## src/rtl/cbl_pkg.sv

```systemverilog
// rtl/cbl_pkg.sv - shared encodings for the control-store branch-logic sequencer
package cbl_pkg;

  typedef enum logic [2:0] {
    COND_NEXT   = 3'b000,
    COND_N      = 3'b001,
    COND_Z      = 3'b010,
    COND_V      = 3'b011,
    COND_C      = 3'b100,
    COND_IR13   = 3'b101,
    COND_JUMP   = 3'b110,
    COND_DECODE = 3'b111
  } cond_t;

  typedef enum logic [1:0] {
    TIPO_NEXT   = 2'b00,
    TIPO_JUMP   = 2'b01,
    TIPO_DECODE = 2'b10
  } tipo_t;

  typedef enum logic [1:0] {
    ST_RUN  = 2'b00,
    ST_WAIT = 2'b01,
    ST_TRAP = 2'b10
  } state_t;

  localparam logic [10:0] TRAP_ADDRESS_DEFAULT = 11'h7F0;

  // Bit positions inside the {n,z,v,c} flag vector.
  localparam int FLAG_N = 3;
  localparam int FLAG_Z = 2;
  localparam int FLAG_V = 1;
  localparam int FLAG_C = 0;

  function automatic tipo_t cond_decode(input cond_t condSel, input logic [3:0] flags,
                                        input logic ir13);
    tipo_t result;
    result = TIPO_NEXT;
    case (condSel)
      COND_NEXT:   result = TIPO_NEXT;
      COND_N:      result = flags[FLAG_N] ? TIPO_JUMP : TIPO_NEXT;
      COND_Z:      result = flags[FLAG_Z] ? TIPO_JUMP : TIPO_NEXT;
      COND_V:      result = flags[FLAG_V] ? TIPO_JUMP : TIPO_NEXT;
      COND_C:      result = flags[FLAG_C] ? TIPO_JUMP : TIPO_NEXT;
      COND_IR13:   result = ir13 ? TIPO_JUMP : TIPO_NEXT;
      COND_JUMP:   result = TIPO_JUMP;
      COND_DECODE: result = TIPO_DECODE;
      default:     result = TIPO_NEXT;
    endcase
    return result;
  endfunction

endpackage

```

## src/rtl/cbl_psr.sv

```systemverilog
// rtl/cbl_psr.sv - processor status flag register {n,z,v,c} with load enable
module cbl_psr #(
  parameter int DATAWIDTH_FLAGS = 4
) (
  input  logic                       CBL_PSR_CLOCK_50,
  input  logic                       CBL_PSR_ResetInHigh_In,
  input  logic                       CBL_PSR_Load_In,
  input  logic [DATAWIDTH_FLAGS-1:0] CBL_PSR_Flags_InBus,
  output logic [DATAWIDTH_FLAGS-1:0] CBL_PSR_Flags_OutBus
);

  logic [DATAWIDTH_FLAGS-1:0] flagsReg;

  always_ff @(posedge CBL_PSR_CLOCK_50 or posedge CBL_PSR_ResetInHigh_In) begin
    if (CBL_PSR_ResetInHigh_In) begin
      flagsReg <= '0;
    end else if (CBL_PSR_Load_In) begin
      flagsReg <= CBL_PSR_Flags_InBus;
    end
  end

  assign CBL_PSR_Flags_OutBus = flagsReg;

endmodule

```

## src/rtl/cbl_sequencer.sv

```systemverilog
// rtl/cbl_sequencer.sv - microsequencer branch logic with memory-wait stall and timeout microtrap
module cbl_sequencer
  import cbl_pkg::*;
#(
  parameter int                             DATAWIDTH_CSADDRESS = 11,
  parameter int                             DATAWIDTH_CBL       = 2,
  parameter int                             DATAWIDTH_COND      = 3,
  parameter int                             TIMEOUT_CYCLES      = 15,
  parameter logic [DATAWIDTH_CSADDRESS-1:0] TRAP_ADDRESS        = TRAP_ADDRESS_DEFAULT
) (
  input  logic                           CBL_SEQUENCER_CLOCK_50,
  input  logic                           CBL_SEQUENCER_ResetInHigh_In,
  input  logic [DATAWIDTH_CSADDRESS-1:0] CBL_SEQUENCER_CSAddress_InBus,
  input  logic [DATAWIDTH_COND-1:0]      CBL_SEQUENCER_Cond_InBus,
  input  logic [DATAWIDTH_CSADDRESS-1:0] CBL_SEQUENCER_JumpAddress_InBus,
  input  logic                           CBL_SEQUENCER_IR13_In,
  input  logic                           CBL_SEQUENCER_Rd_In,
  input  logic                           CBL_SEQUENCER_Wr_In,
  input  logic                           CBL_SEQUENCER_SetCC_In,
  input  logic [3:0]                     CBL_SEQUENCER_ALUFlags_InBus,
  input  logic                           CBL_SEQUENCER_MemAck_In,
  output logic [DATAWIDTH_CBL-1:0]       CBL_SEQUENCER_Tipo_OutBus,
  output logic [DATAWIDTH_CSADDRESS-1:0] CBL_SEQUENCER_JumpAddress_OutBus,
  output logic [DATAWIDTH_CSADDRESS-1:0] CBL_SEQUENCER_CSAI_OutBus,
  output logic                           CBL_SEQUENCER_MemReq_Out,
  output logic                           CBL_SEQUENCER_MemError_Out,
  output logic [3:0]                     CBL_SEQUENCER_Flags_OutBus
);

  localparam logic [3:0] TIMEOUT_LIMIT = 4'(TIMEOUT_CYCLES);
  localparam logic [DATAWIDTH_CSADDRESS-1:0] CSADDRESS_ONE =
    {{(DATAWIDTH_CSADDRESS-1){1'b0}}, 1'b1};

  state_t                         stateReg;
  state_t                         stateNext;
  logic [3:0]                     waitCount;
  logic [3:0]                     waitCountNext;
  logic [3:0]                     psrFlags;
  logic                           psrLoad;
  logic                           memRequest;
  tipo_t                          condTipo;
  tipo_t                          tipoSel;
  logic [DATAWIDTH_CSADDRESS-1:0] jumpSel;
  logic                           memReqSel;
  logic                           memErrorSel;

  assign memRequest = CBL_SEQUENCER_Rd_In | CBL_SEQUENCER_Wr_In;

  // Branch tests read the registered flags only, so a SetCC in the same cycle cannot feed back.
  assign condTipo = cond_decode(cond_t'(CBL_SEQUENCER_Cond_InBus), psrFlags,
                                CBL_SEQUENCER_IR13_In);

  always_ff @(posedge CBL_SEQUENCER_CLOCK_50 or posedge CBL_SEQUENCER_ResetInHigh_In) begin
    if (CBL_SEQUENCER_ResetInHigh_In) begin
      stateReg  <= ST_RUN;
      waitCount <= 4'd0;
    end else begin
      stateReg  <= stateNext;
      waitCount <= waitCountNext;
    end
  end

  always_comb begin
    stateNext     = stateReg;
    waitCountNext = waitCount;
    tipoSel       = condTipo;
    jumpSel       = CBL_SEQUENCER_JumpAddress_InBus;
    memReqSel     = 1'b0;
    memErrorSel   = 1'b0;
    psrLoad       = 1'b0;

    case (stateReg)
      ST_RUN: begin
        if (!memRequest) begin
          psrLoad = CBL_SEQUENCER_SetCC_In;
        end else begin
          memReqSel = 1'b1;
          if (CBL_SEQUENCER_MemAck_In) begin
            psrLoad = CBL_SEQUENCER_SetCC_In;
          end else begin
            tipoSel       = TIPO_JUMP;
            jumpSel       = CBL_SEQUENCER_CSAddress_InBus;
            stateNext     = ST_WAIT;
            waitCountNext = 4'd1;
          end
        end
      end

      ST_WAIT: begin
        memReqSel = 1'b1;
        if (CBL_SEQUENCER_MemAck_In) begin
          psrLoad       = CBL_SEQUENCER_SetCC_In;
          stateNext     = ST_RUN;
          waitCountNext = 4'd0;
        end else begin
          // Holding re-issues the current microword by jumping to its own address.
          tipoSel = TIPO_JUMP;
          jumpSel = CBL_SEQUENCER_CSAddress_InBus;
          if (waitCount < TIMEOUT_LIMIT) begin
            waitCountNext = waitCount + 4'd1;
          end else begin
            stateNext = ST_TRAP;
          end
        end
      end

      ST_TRAP: begin
        tipoSel       = TIPO_JUMP;
        jumpSel       = TRAP_ADDRESS;
        memErrorSel   = 1'b1;
        stateNext     = ST_RUN;
        waitCountNext = 4'd0;
      end

      default: begin
        stateNext     = ST_RUN;
        waitCountNext = 4'd0;
      end
    endcase

    if (CBL_SEQUENCER_ResetInHigh_In) begin
      tipoSel     = TIPO_NEXT;
      jumpSel     = CBL_SEQUENCER_JumpAddress_InBus;
      memReqSel   = 1'b0;
      memErrorSel = 1'b0;
      psrLoad     = 1'b0;
    end
  end

  cbl_psr #(
    .DATAWIDTH_FLAGS(4)
  ) psrInst (
    .CBL_PSR_CLOCK_50      (CBL_SEQUENCER_CLOCK_50),
    .CBL_PSR_ResetInHigh_In(CBL_SEQUENCER_ResetInHigh_In),
    .CBL_PSR_Load_In       (psrLoad),
    .CBL_PSR_Flags_InBus   (CBL_SEQUENCER_ALUFlags_InBus),
    .CBL_PSR_Flags_OutBus  (psrFlags)
  );

  assign CBL_SEQUENCER_Tipo_OutBus        = DATAWIDTH_CBL'(tipoSel);
  assign CBL_SEQUENCER_JumpAddress_OutBus = jumpSel;
  assign CBL_SEQUENCER_CSAI_OutBus        = CBL_SEQUENCER_CSAddress_InBus + CSADDRESS_ONE;
  assign CBL_SEQUENCER_MemReq_Out         = memReqSel;
  assign CBL_SEQUENCER_MemError_Out       = memErrorSel;
  assign CBL_SEQUENCER_Flags_OutBus       = psrFlags;

endmodule

```

## config.mk

```make
export PLATFORM = sky130hd
export DESIGN_NAME = cbl_sequencer
export DESIGN_NICKNAME = d
export VERILOG_FILES = /design/src/rtl/cbl_pkg.sv /design/src/rtl/cbl_psr.sv /design/src/rtl/cbl_sequencer.sv
export SDC_FILE = /design/constraint.sdc
export NUM_CORES = 1
export LEC_CHECK = 0
export ABC_CLOCK_PERIOD_IN_PS = 1900
export CORE_MARGIN = 2
export CORE_UTILIZATION = 25
export CTS_BUF_LIST = sky130_fd_sc_hd__clkbuf_16
export DETAILED_ROUTE_END_ITERATION = 12
export MAX_ROUTING_LAYER = met4
export SLEW_MARGIN = 20
export SYNTH_ARGS = -nofsm -noshare
export SYNTH_HDL_FRONTEND = slang
export SYNTH_HIERARCHICAL = 1
export SYNTH_SLANG_ARGS = --single-unit
```

## constraint.sdc

```tcl
create_clock -name CBL_SEQUENCER_CLOCK_50 -period 1.9 [get_ports CBL_SEQUENCER_CLOCK_50]
set_input_delay 0.475 -clock CBL_SEQUENCER_CLOCK_50 [delete_from_list [all_inputs] [get_ports CBL_SEQUENCER_CLOCK_50]]
set_output_delay 0.475 -clock CBL_SEQUENCER_CLOCK_50 [all_outputs]
set_load 0.005 [all_outputs]
```

Word level (Yosys, flattened, before mapping)
Index checks and enable logic that the tools add are counted.
- register bits after elaboration: 10
- input port bits: 36
- output and inout port bits: 30
- multiplexer cells: 33
- bitwise operators: 1
- eq/ne operators: 13
- reduce and logical (&&, ||, !) cells: 4
- add/subtract/negate cells: 2
- order comparisons: 1
- operators by type and width (kind ; number):
    $mux 11 ; 3
    $pmux 11 s3 ; 1
    $mux 4 ; 4
    $pmux 2 s8 ; 1
    $mux 2 ; 7
    $eq 3x3->1 const B ; 4
    $mux 1 ; 12
    $add 11x1->11 const B ; 1
    $pmux 4 s2 ; 1
    $eq 3x2->1 const B ; 2
    $ne 3x3->1 const B ; 2
    $pmux 2 s3 ; 1
    $reduce_and 3->1 ; 2
    $add 4x1->4 const B ; 1
    $lt 4x4->1 const B ; 1
    $ne 2x2->1 const B ; 2
    $pmux 1 s2 ; 2
    $pmux 2 s2 ; 1
    $eq 3x1->1 const B ; 1
    $logic_not 3->1 ; 1
    $eq 2x1->1 const B ; 1
    $eq 2x2->1 const B ; 1
    $logic_not 2->1 ; 1
    $or 1x1->1 ; 1

Logic depth before layout (Yosys ltp)
Gate-level depths: netlist of the first run.
- depth after elaboration: 6
- depth in mapped cells: 5
- depth with buffers taken out: 4

Modules after synthesis
Netlist of the first run, hierarchy kept.
- modules (own cells, without submodules) (module ; seq. area each (µm²) ; cells an instance ; times used ; area each (µm²)):
    cbl_sequencer ; 150.1 ; 90 ; 1 ; 795.8
    cbl_psr ; 100.1 ; 9 ; 1 ; 148.9

Worst setup path after synthesis of the first run
No wires, ideal clock.
- path type: input to output
- from: input CBL_SEQUENCER_ResetInHigh_In
- to: output CBL_SEQUENCER_JumpAddress_OutBus[10]
- stages on the path: 4
- slack: -34 ps
- data arrival time: 1459 ps
- cell sequence: clkbuf_1 -> inv_1 -> nand4_4 -> a221o_1
- longest elaborated chain between the ends: 1
- RTL lines (what ; line ; RTL):
    from (decl) ; cbl_sequencer.sv:12 ; input logic CBL_SEQUENCER_ResetInHigh_In,
    $mux 11 ; cbl_sequencer.sv:121 ; if (CBL_SEQUENCER_ResetInHigh_In) begin
    to (decl) ; cbl_sequencer.sv:23 ; output logic [DATAWIDTH_CSADDRESS-1:0] CBL_SEQUENCER_JumpAddress_OutBus,
Every way passes these cells.

Worst setup path after layout of the first run
- from: register stateReg[0]
- to: output CBL_SEQUENCER_JumpAddress_OutBus[3]
- longest elaborated chain between the ends: 3
- elaborated cells between the ends (all ways): 5
- classes of those cells: eq/ne: 2; mux: 2; reduce/logical: 1
- RTL lines (what ; line ; RTL):
    from (decl) ; cbl_sequencer.sv:34 ; state_t stateReg;
    from (signal assigned) ; cbl_sequencer.sv:58 ; stateReg <= stateNext;
    $eq 2x2->1, or another cell as far along ; cbl_sequencer.sv:72 ; case (stateReg)
    $pmux 11 s3 (*) ; cbl_sequencer.sv:72 ;
    $mux 11 (*) ; cbl_sequencer.sv:121 ;
Every way passes the cells marked *; elsewhere a longest branch is shown, timed or not.

==> flow_summary.yaml, run 1 <==
sta:
  clock_skew_ns: 0.00159
  hold_violations: 0
  fmax_ghz: 0.448
  holdWs_ns: 0.421
  slew_headroom_pct: 78.4
  final-max-slew-violation-count: 0
  period_share_pct: 118
  worstMarginPinSlew_ns: 0.323
  tns_ns: -3.70
  rsz0062_at_grt: "true"
  fin_ws_ns: -0.334
  min_period_ns: 2.23
  finalSetupViolations: 13
floorplan:
  die_w_um: 65.5
  initial_core_util_pct: 26.0
  dieHeight_um: 65.5
  die_area_um2: 4290
  core.rowCount: 22
  core-area_um2: 3630
  ios: 66
logic_synthesis:
  ys_seq_area_share_pct: 26.5
  synth_edf_count: 0
  synth-compound-area-share_pct: 24.6
  syn_area_per_cell_um2: 9.54
  ys_ff_latch: 10
  synth_adder_area_share_pct: 2.65
  syn-num-nets: 137
  yosysUniqueCellTypes: 44
  synth_ff_type: "dfrtp_1"
  yosysWarnings: 6
  syn_inst: 99
  synth_xor_area_share_pct: 8.34
  async_flop_share_pct: 100
  synth-simple-area-share_pct: 27.5
  syn_area_um2: 945
  synth_top_family_by_area: "simple AND/OR/NAND/NOR gates"
  synthMuxAreaShare_pct: 5.96
layout:
  nets: 243
  final_common_cell: "buf_4"
  final_cell_mix: "26 x buf_4, 25 x clkdlybuf4s50_1, 18 x buf_2, 12 x buf_6"
  design_area_um2: 2000
  finalNonFillerCells: 252
  antennaDiodeCount: 0
  syn_to_final_growth_pct: 112
  drive_gt1_share_pct: 43.1
detailed_routing:
  vias_per_cell: 4.94
  drc: 0
  drtAntennaViolNets: 0
  num_vias: 1246
  wl_per_cell_um: 14.4
  drt_wl_total_um: 3620
  first_pass_iters: 4
  drt_iter0_drc: 47
global_route:
  grt_max_degree: 13
  antenna_found_initial: 0
  first_global_vias: 1335
  grt.total_usage_pct: 17.8
  grt_pass1_wl_um: 5890
  gr-total-overflow: 0
clocking:
  htreeDepth: 1
  ctsHoldBuffers: 0
  cts.sinks: 10
  cts_max_path_buffers: 2
  numCtsBuffers: 3
  clk_pin_slew_ns: 0.04
  ctsRootBufferMaster: "clkbuf_16"
  insertion_delay_ns: 0.24
  cts_tree: "yes"
worst_setup_path:
  endpoint_kind: "primary output"
  reg2regPathDepth: 8
  critPathArrivalTime_ns: 1.76
  critical_path_class: "reg2out"
  cp_max_fo: 3
  cp-start-kind: "flop"
  r2r_setup_slack_ns: 0.06
  required_ns: 1.42
placed_design:
  gp_congestion: 0.848
  placed_area_um2: 1830
  dp_hpwl_um: 2750
  dp_cells: 235
  io_buffers: 65
  dpl_worst_slack_ns: -0.882
power_and_ir_drop:
  pwr_density_cell_nw_per_um2: 561
  ir_worst_vdd_mv: 0.439
  power_leakage_nw: 0.895
worst_hold_path:
  hp-class: "in2async"
outcome:
  outcome: "complete, but fails checks"
  violations: "setup timing"
run:
  drv_cap: 0
[flip-flops by register name, summed over array words and instances, names as in the netlist]
signal / flops
psrInst/CBL_PSR_Flags_OutBus: 4
stateReg: 2
waitCount: 4
[synthesized netlist by cell type, drive strengths merged (2+ instances only)]
master	count	share of area [%]
xor2	2	1.9
nand3	5	2.6
a221o	6	6.4
inv	4	1.6
a21oi	2	1.1
nor2	4	1.6
a21boi	2	1.6
mux2	5	6.0
o21ai	3	1.6
nand4	6	5.6
buf	2	2.4
a22o	4	3.7
o22a	3	2.8
and3	2	1.3
ha	2	2.6
xnor2	7	6.5
nor3	2	1.6
dfrtp	10	26
nor3b	2	2.1
nand2	5	2.0
[final timing paths]
kind                                                      startpoint                             endpoint
min in group CBL_SEQUENCER_CLOCK_50  psrInst/CBL_PSR_Flags_OutBus[1]      psrInst/CBL_PSR_Flags_OutBus[1]
max in group asynchronous               CBL_SEQUENCER_ResetInHigh_In                         waitCount[0]
hold / removal                          CBL_SEQUENCER_ResetInHigh_In      psrInst/CBL_PSR_Flags_OutBus[1]
setup reg to reg                                         stateReg[0]      psrInst/CBL_PSR_Flags_OutBus[2]
setup / recovery                                         stateReg[0]  CBL_SEQUENCER_JumpAddress_OutBus[3]
hold reg to reg                      psrInst/CBL_PSR_Flags_OutBus[1]      psrInst/CBL_PSR_Flags_OutBus[1]
[where the power goes]
part | internal (mW) | leakage, nW | switching [mW]
Combinational | 0.287 | 0.731 | 0.180
Clock | 0.275 | 0.0385 | 0.0917
Sequential | 0.254 | 0.126 | 0.0324
[worst max-delay path, cell delays in order (launching register included)]
cell,delay (ns)
dfrtp_1,0.39
or4_4,0.60
nand4_4,0.10
buf_6,0.11
buf_6,0.09
a22o_1,0.12
buf_2,0.11
[stage by stage]
stage	power [mW]	util, %
6_report	1.12	55.0
4_1_cts	1.13	55.2
2_1_floorplan	0.467	-
3_5_place_dp	0.747	50.4
3_3_place_gp	0.738	50.4
5_1_grt	1.19	55.0
[layout make-up]
type,instances,area (um2)
fillers,341,1630
repair buffers,103,862
multi-input cells,83,733
flip-flops and latches,10,250
clock buffers,3,75.1
well taps,48,60.1
inverters,4,15.0
clock inverters,1,3.75
[metal layers]
metal | wire, um | up-vias | GRT usage [%]
met2 | 1870 | 55 | 34.6
met5 | 0 | - | -
li1 | - | 605 | -
met3 | 340 | 4 | 4.62
met1 | 1380 | 582 | 18.0
met4 | 34 | 0 | 3.13
[kinds of logic after synthesis]
| group | Yosys count |
|---|---|
| mux | 5 |
| flops | 10 |
| compound gates | 29 |
| simple gates | 37 |
| xor+xnor | 9 |
| fa+ha+maj | 2 |
| buf+inv | 7 |
[what timing repair did]
| action | 4_1_cts | 5_1_grt |
|---|---|---|
| endpoints found under the setup margin | 30 | 19 |
| pin swaps | 23 | 3 |
| gates cloned | 2 | 0 |
| buffers inserted | 10 | 1 |
| resized for setup | 128 | 8 |
(Power assumes the default switching activity.)
==> run 2: changes to the inputs <==
CORE_MARGIN = not set   (was 2)
==> run 2 against run 1 <==
The flow still finishes with violations (setup timing). Register-to-register slack worse by 0.02 ns. Final cell count grew 1.2%. Critical path depth stayed put. Critical endpoint is now CBL_SEQUENCER_JumpAddress_OutBus[7].
==> flow_summary.yaml, run 2 (synthesis gave the netlist of run 1 again) <==
outcome:
  outcome: "complete, but fails checks"
  violations: "setup timing"
clocking:
  cts_max_path_buffers: 2
  cts.sinks: 10
  ctsRootBufferMaster: "clkbuf_16"
  clk_pin_slew_ns: 0.04
  ctsHoldBuffers: 0
  numCtsBuffers: 3
  insertion_delay_ns: 0.24
  htreeDepth: 1
  cts_tree: "yes"
floorplan:
  ios: 66
  core.rowCount: 21
  dieHeight_um: 63.5
  die_w_um: 63.5
  core-area_um2: 3470
  initial_core_util_pct: 27.2
  die_area_um2: 4030
sta:
  clock_skew_ns: 0.00121
  fmax_ghz: 0.441
  final-max-slew-violation-count: 0
  period_share_pct: 119
  fin_ws_ns: -0.368
  worstMarginPinSlew_ns: 0.476
  rsz0062_at_grt: "true"
  min_period_ns: 2.27
  slew_headroom_pct: 67.9
  hold_violations: 0
  finalSetupViolations: 14
power_and_ir_drop:
  swShare_pct: 28.3
  power_leakage_nw: 0.940
  clockPowerShare_pct: 32.6
  pwr_density_cell_nw_per_um2: 559
  power_mw: 1.15
  power_frac_seq_pct: 25.3
  switchingPower_mw: 0.325
  p_int_mw: 0.821
  ir_worst_vdd_mv: 0.543
  power_frac_comb_pct: 42.1
global_route:
  grt_max_degree: 8
  grt.total_usage_pct: 20.9
  grt_pass1_wl_um: 6250
  first_global_vias: 1248
  gr-total-overflow: 0
  antenna_found_initial: 0
detailed_routing:
  drc: 0
  wl_per_cell_um: 15.2
  drt_iter0_drc: 96
  drtAntennaViolNets: 0
  vias_per_cell: 4.97
  first_pass_iters: 4
  drt_wl_total_um: 3880
  num_vias: 1267
layout:
  syn_to_final_growth_pct: 117
  final_cell_mix: "29 x buf_4, 25 x clkdlybuf4s50_1, 21 x buf_2, 14 x buf_6, 10 x dfrtp_1"
  finalNonFillerCells: 255
  nets: 248
  drive_gt1_share_pct: 45.5
  antennaDiodeCount: 0
  design_area_um2: 2050
  final_common_cell: "buf_4"
worst_setup_path:
  required_ns: 1.42
  cp_max_fo: 4
  r2r_setup_slack_ns: 0.04
  reg2regPathDepth: 8
  critical_path_class: "reg2out"
  critPathArrivalTime_ns: 1.79
  r2r-start: "stateReg[0]"
  cp-start-kind: "flop"
  r2r-end: "psrInst/CBL_PSR_Flags_OutBus[1]"
  endpoint_kind: "primary output"
placed_design:
  dp_hpwl_um: 2650
  io_buffers: 65
  dpl_worst_slack_ns: -0.868
  dp_cells: 233
  placed_area_um2: 1830
  gp_congestion: 0.917
run:
  drv_cap: 0
worst_hold_path:
  hp-class: "in2async"
run 2: worst max path at each step:
| stage | endpoint | cells after the start | startpoint | slack [ns] |
|---|---|---|---|---|
| 2_1_floorplan | CBL_SEQUENCER_JumpAddress_OutBus[10] | 4 | CBL_SEQUENCER_ResetInHigh_In | 0.06 |
| 3_3_place_gp | CBL_SEQUENCER_JumpAddress_OutBus[4] | 5 | CBL_SEQUENCER_Wr_In | -0.86 |
| 3_5_place_dp | CBL_SEQUENCER_JumpAddress_OutBus[4] | 5 | CBL_SEQUENCER_Wr_In | -0.87 |
| 4_1_cts | CBL_SEQUENCER_JumpAddress_OutBus[7] | 6 | stateReg[0] | -0.36 |
| 5_1_grt | CBL_SEQUENCER_JumpAddress_OutBus[7] | 6 | stateReg[0] | -0.43 |
| 6_report | CBL_SEQUENCER_JumpAddress_OutBus[7] | 6 | stateReg[0] | -0.37 |
run 2: final cells by class:
type	instances	area, um2
clock buffer	3	75.1
clock inverter	1	3.75
fill	309	1420
inverter	4	15.0
multi-input combinational	83	754
sequential	10	250
tap	46	57.6
timing repair buffer	108	893
run 2: layer usage:
metal / global-route usage, % / up-vias / wire (um)
li1: - / 618 / -
met1: 23.6 / 581 / 1530
met2: 35.2 / 62 / 1910
met3: 4.71 / 6 / 342
met4: 8.52 / 0 / 95
met5: - / - / 0
run 2: through the flow:
stage                     hold WS [ns]  setup TNS [ns]  utilization, %
final                            0.435           -3.52            59.1
after global routing             0.473           -4.61            59.1
after CTS                        0.442           -3.57            59.6
after detailed placement         0.524          -19.90            52.7
after global placement           0.520          -19.65            52.7
after floorplan                  0.241               0               -
run 2: power groups by stage:
stage | logic, mW | clock network (mW) | registers, mW
after floorplan | 0.184 | 0 | 0.283
after global placement | 0.442 | 0 | 0.289
after detailed placement | 0.452 | 0 | 0.292
after CTS | 0.483 | 0.387 | 0.288
after global routing | 0.525 | 0.393 | 0.294
final | 0.483 | 0.373 | 0.290
run 2: timing repair:
item | 4_1_cts | 5_1_grt
endpoints found under the setup margin | 30 | 27
endpoints found under the hold margin | 0 | 0
gates cloned | 2 | 0
gates resized for setup | 134 | 13
pin swaps | 24 | 7
buffers inserted | 15 | 1
run 2: worst max-delay path, stage by stage, from the launching register on:
cell,delay [ns]
dfrtp_1,0.39
or4_4,0.58
nand4_4,0.16
buf_6,0.11
buf_6,0.08
a221o_1,0.12
buf_2,0.11
